[src/rtl/telemetry_uart_scheduler.sv]
// Round-robin arbiter that frames one word from one of three telemetry FIFOs
// into SYNC, ID, payload (MSB first), XOR checksum bytes for a shared uart_tx.
module telemetry_uart_scheduler #(
    parameter int         TACH_WIDTH = 96,
    parameter int         IR_WIDTH   = 64,
    parameter logic [7:0] SYNC_BYTE  = 8'hA5
) (
    input  logic                  clk,
    input  logic                  reset,
    input  logic                  en,
    input  logic                  ltach_empty,
    input  logic [TACH_WIDTH-1:0] ltach_dout,
    output logic                  ltach_rd_en,
    input  logic                  rtach_empty,
    input  logic [TACH_WIDTH-1:0] rtach_dout,
    output logic                  rtach_rd_en,
    input  logic                  ir_empty,
    input  logic [IR_WIDTH-1:0]   ir_dout,
    output logic                  ir_rd_en,
    output logic                  uart_start_tx,
    output logic [7:0]            uart_tx_din,
    input  logic                  uart_tx_done,
    output logic                  busy,
    output logic [1:0]            grant_id,
    output logic [15:0]           frame_count
);

    localparam int PW = (TACH_WIDTH > IR_WIDTH) ? TACH_WIDTH : IR_WIDTH;
    localparam int IW = $clog2(PW / 8 + 3);
    localparam logic [IW-1:0] ONE       = IW'(1);
    localparam logic [IW-1:0] TACH_LAST = IW'(TACH_WIDTH / 8 + 1);
    localparam logic [IW-1:0] IR_LAST   = IW'(IR_WIDTH / 8 + 1);

    typedef enum logic [1:0] {IDLE, LOAD, START, WAIT} state_t;

    state_t        state_q;
    logic [1:0]    rr_q;
    logic [1:0]    grant_q;
    logic [PW-1:0] pay_q;
    logic [IW-1:0] idx_q;
    logic [7:0]    csum_q;
    logic [7:0]    din_q;
    logic [15:0]   cnt_q;
    logic          l_rd_q, r_rd_q, i_rd_q, start_q;

    logic [2:0]    req;
    logic [2:0]    slot;
    logic [1:0]    pick_d;
    logic          found_d;
    logic [IW-1:0] last;
    logic [7:0]    head;
    logic [PW-1:0] l_al, r_al, i_al;

    assign req  = {~ir_empty, ~rtach_empty, ~ltach_empty};
    assign head = pay_q[PW-1 -: 8];
    assign last = (grant_q == 2'd3) ? IR_LAST : TACH_LAST;

    // Narrower words are left-aligned so the payload always leaves from the top.
    assign l_al = PW'(ltach_dout) << (PW - TACH_WIDTH);
    assign r_al = PW'(rtach_dout) << (PW - TACH_WIDTH);
    assign i_al = PW'(ir_dout) << (PW - IR_WIDTH);

    always_comb begin
        found_d = 1'b0;
        pick_d  = 2'd0;
        slot    = 3'd0;
        for (int k = 0; k < 3; k++) begin
            slot = {1'b0, rr_q} + 3'(k);
            if (slot >= 3'd3) slot = slot - 3'd3;
            if (!found_d && req[slot[1:0]]) begin
                found_d = 1'b1;
                pick_d  = slot[1:0];
            end
        end
    end

    always_ff @(posedge clk or posedge reset) begin
        if (reset) begin
            state_q <= IDLE;
            rr_q    <= 2'd0;
            grant_q <= 2'd0;
            pay_q   <= '0;
            idx_q   <= '0;
            csum_q  <= 8'd0;
            din_q   <= 8'd0;
            cnt_q   <= 16'd0;
            l_rd_q  <= 1'b0;
            r_rd_q  <= 1'b0;
            i_rd_q  <= 1'b0;
            start_q <= 1'b0;
        end else begin
            l_rd_q  <= 1'b0;
            r_rd_q  <= 1'b0;
            i_rd_q  <= 1'b0;
            start_q <= 1'b0;
            unique case (state_q)
                IDLE: begin
                    if (en && found_d) begin
                        state_q <= LOAD;
                        grant_q <= pick_d + 2'd1;
                        rr_q    <= (pick_d == 2'd2) ? 2'd0 : pick_d + 2'd1;
                        l_rd_q  <= (pick_d == 2'd0);
                        r_rd_q  <= (pick_d == 2'd1);
                        i_rd_q  <= (pick_d == 2'd2);
                    end
                end
                LOAD: begin
                    unique case (grant_q)
                        2'd1:    pay_q <= l_al;
                        2'd2:    pay_q <= r_al;
                        default: pay_q <= i_al;
                    endcase
                    idx_q   <= '0;
                    csum_q  <= {6'd0, grant_q};
                    din_q   <= SYNC_BYTE;
                    start_q <= 1'b1;
                    state_q <= START;
                end
                START: state_q <= WAIT;
                WAIT: begin
                    if (uart_tx_done) begin
                        if (idx_q == last + ONE) begin
                            cnt_q   <= cnt_q + 16'd1;
                            state_q <= IDLE;
                        end else begin
                            idx_q   <= idx_q + ONE;
                            start_q <= 1'b1;
                            state_q <= START;
                            if (idx_q == '0) begin
                                din_q <= {6'd0, grant_q};
                            end else if (idx_q == last) begin
                                din_q <= csum_q;
                            end else begin
                                din_q  <= head;
                                csum_q <= csum_q ^ head;
                                pay_q  <= pay_q << 8;
                            end
                        end
                    end
                end
                default: state_q <= IDLE;
            endcase
        end
    end

    assign ltach_rd_en   = l_rd_q;
    assign rtach_rd_en   = r_rd_q;
    assign ir_rd_en      = i_rd_q;
    assign uart_start_tx = start_q;
    assign uart_tx_din   = din_q;
    assign busy          = (state_q != IDLE);
    assign grant_id      = grant_q;
    assign frame_count   = cnt_q;

endmodule
[config.mk]
export PLATFORM = sky130hd
export DESIGN_NAME = telemetry_uart_scheduler
export DESIGN_NICKNAME = d
export VERILOG_FILES = /design/src/rtl/telemetry_uart_scheduler.sv
export SDC_FILE = /design/constraint.sdc
export NUM_CORES = 1
export LEC_CHECK = 0
export CORE_MARGIN = 5
export CORE_UTILIZATION = 42
export CTS_BUF_LIST = sky130_fd_sc_hd__clkbuf_2 sky130_fd_sc_hd__clkbuf_4 sky130_fd_sc_hd__clkbuf_8
export CTS_CLUSTER_DIAMETER = 100
export DETAILED_ROUTE_END_ITERATION = 8
export PLACE_DENSITY = 0.79
export SETUP_SLACK_MARGIN = 0.5
export SYNTH_ARGS = -nofsm -noshare
export SYNTH_HDL_FRONTEND = slang
export SYNTH_SLANG_ARGS = --single-unit
[constraint.sdc]
create_clock -name clk -period 4.8 [get_ports clk]
set_clock_uncertainty 0.2 [all_clocks]
set_input_delay 0.96 -clock clk [delete_from_list [all_inputs] [get_ports clk]]
set_output_delay 0.96 -clock clk [all_outputs]
set_load 0.005 [all_outputs]
==> qor.yml <==
status: "finished, final reports clean"
synth_area_um2: 8240
worst_setup_path_start_kind: "register"
swShare_pct: 36.3
critPathKind: "reg -> reg"
worstPathMaxFanout: 89
seq_power_share_pct: 38.2
crit_required_ns: 4.95
setup_viol: 0
whs_path_depth: 1
tightest_slew_ns: 1.07
place_inst: 1421
wire_per_inst_um: 17.1
fin_tns_setup_ns: 0
power_density_nw_per_um2: 430
ys_async_sr_fraction_pct: 100
worst-path-buf-inv: 1
fin_nets: 1455
p_total_mw: 5.03
setup_ws_ns: 1.15
reg2reg_to: "pay_q[80]$_DFFE_PP0P_"
clock-sinks: 142
num_rows: 51
synth_top_area_cell: "dfrtp_1"
hold_path_startpoint: "frame_count[15]$_DFFE_PP0P_"
drt_iter0_markers: 520
cts_setup_buffers: 0
clkTransAtPathRegs_ns: 0.08
viasPerCell: 5.37
p_switching_mw: 1.83
grt_pass1_wl_um: 38300
ys_seq_area_share_pct: 43.1
critPathMaxStageDelay_ns: 0.87
reg2reg_setup_slack_ns: 1.15
synthDominantCellAreaShare_pct: 43.1
drtAntennaViolNets: 0
crit_chain: "ha_1, xor2_2, nand3_2, a21oi_4, buf_4, nand2_1, o21ai_1"
yosys_warnings: 0
ys_types: 53
numCtsBuffers: 17
synth_flop_cell: "dfrtp_1"
vias: 7801
layout_commonest_cell: "clkdlybuf4s50_1"
synth_area_leaders: "dfrtp_1 43%, a221oi_1 6.8%, a21oi_1 5.5%"
r2r_cells: 7
mostFrequentLayoutCells: "293 x clkdlybuf4s50_1, 142 x dfrtp_1, 110 x nand2_1, 91 x a21oi_1, 82 x o21ai_1"
place_ws_ns: 1.01
final_core_util_pct: 60.3
areaGrowthSynthToFinish_pct: 41.8
core_area_um2: 19400
post-route-cell-area_um2: 11700
cts-root-buf: "clkbuf_8"
placed_area_um2: 11200
cap_violations: 0
fin_cells: 1452
p_leak_nw: 4.66
grt_max_degree: 143
r2r_start: "grant_id[0]$_DFFE_PP0P_"
synth_edf_count: 0
gp_congestion: 0.841
first_pass_iters: 5
p_int_mw: 3.20
peakVddDrop_mv: 0.216
insertedDiodeCount: 0
clock_latency_ns: 0.45
slew_viol_final: 0
wl_um: 24800
power.share.clock_pct: 22.9
drc: 0
max_freq_mhz: 274
fin_crit_sh_pct: 76.0
rsz0062_at_grt: "no"
grtUsageTotal_pct: 21.5
die-area_um2: 22500
fin_hold_ws_ns: 0.281
grt.overflow.total: 0
cts_tree: "yes"
cpLargestDelayFamily: "compound AO/OA/AOI/OAI gates"
htreeDepth: 4
drive_gt1_share_pct: 5.14
io_pins: 294
hold_violations: 0
grt_pass1_vias: 7569
portBuffers: 293
cts_resized: 0
hpwlAfterDp_um: 18000
grt_antenna_before_repair: 1
hp-class: "reg -> reg"
start_util_pct: 42.5
crit_slowest_cell: "a21oi_4"
synth_area_per_cell_um2: 8.78
endpoint_kind: "register"
crit_arrival_ns: 3.80
synthCells: 939
combPwrFrac_pct: 38.9
cts_buffer_depth: 2
syn-num-nets: 1219
min_period_ns: 3.65
min_to: "frame_count[15]$_DFFE_PP0P_"
dieWidth_um: 150
ctsHoldBuffers: 0
ys_ff_latch: 142
die_h_um: 150
maxSlewHeadroom_pct: 28.9
-- worst max-delay path by stage --
stage	end	depth (start not counted)	start
finish	pay_q[80]$_DFFE_PP0P_	7	grant_id[0]$_DFFE_PP0P_
global route	pay_q[84]$_DFFE_PP0P_	6	grant_id[0]$_DFFE_PP0P_
CTS	pay_q[80]$_DFFE_PP0P_	7	grant_id[1]$_DFFE_PP0P_
detailed placement	pay_q[84]$_DFFE_PP0P_	6	uart_tx_done
global placement	pay_q[84]$_DFFE_PP0P_	6	uart_tx_done
floorplan	csum_q[0]$_DFFE_PP0P_	1	reset
-- sequential cells by signal, summed over array words and instances (netlist names) --
signal and cells:
idx_q 4, rtach_rd_en 1, uart_start_tx 1, ir_rd_en 1, ltach_rd_en 1, frame_count 16, grant_id 2, state_q 2
pay_q 96, csum_q 8, rr_q 2, uart_tx_din 8
-- per-layer routing --
metal  GRT usage (%)  part of all wire [%]  up-vias  wire length [um]
met3            5.87                   6.0       38              1500
met2            36.4                    50      254             12400
met1            27.0                    42     3642             10400
li1                -                     -     3865                 -
met5               0                 0.052        -                13
met4            6.63                   2.1        2               527
-- Yosys cell counts, types with 5 or more instances --
library cell / n
nand4_1: 5
o31ai_1: 9
nand3_1: 9
clkbuf_1: 62
nand2_1: 110
inv_1: 12
xor2_1: 5
mux2i_1: 10
nor3_1: 66
mux2_2: 7
ha_1: 17
nor2b_1: 68
dfrtp_1: 142
buf_6: 10
xnor2_1: 17
o21ai_1: 82
and3_1: 9
a221oi_1: 64
a21oi_1: 91
a22oi_1: 32
and2_1: 7
nor2_1: 40
o21ai_0: 17
-- logic make-up (layout without fill, tap and decap cells) --
logic type,count (synthesis),after routing,share of synthesized area (%)
buffers and inverters,95,343,5.40
AND/OR/NAND/NOR,329,329,19.8
multiplexers,18,18,2.35
XOR/XNOR,23,23,2.53
adder cells (fa/ha/maj),17,17,2.58
flip-flops,142,142,43.1
AO/OA/AOI/OAI,315,315,24.2
-- power by group through the flow --
stage | combinational [mW] | clock [mW] | sequential, mW
final | 1.96 | 1.15 | 1.92
after floorplan | 1.41 | 0 | 1.83
after global routing | 2.21 | 1.23 | 1.97
after global placement | 1.92 | 0 | 1.92
after detailed placement | 1.97 | 0 | 1.94
after CTS | 1.98 | 1.17 | 1.92
-- area by class of cell --
class / count / area, um^2
clock buffers: 21 / 270
clock inverters: 10 / 211
fillers: 1698 / 7700
inverters: 12 / 48.8
multi-input cells: 702 / 4280
flip-flops and latches: 142 / 3550
well taps: 265 / 332
repair buffers: 300 / 3000
Note: power is estimated with default switching activity, not from simulation.
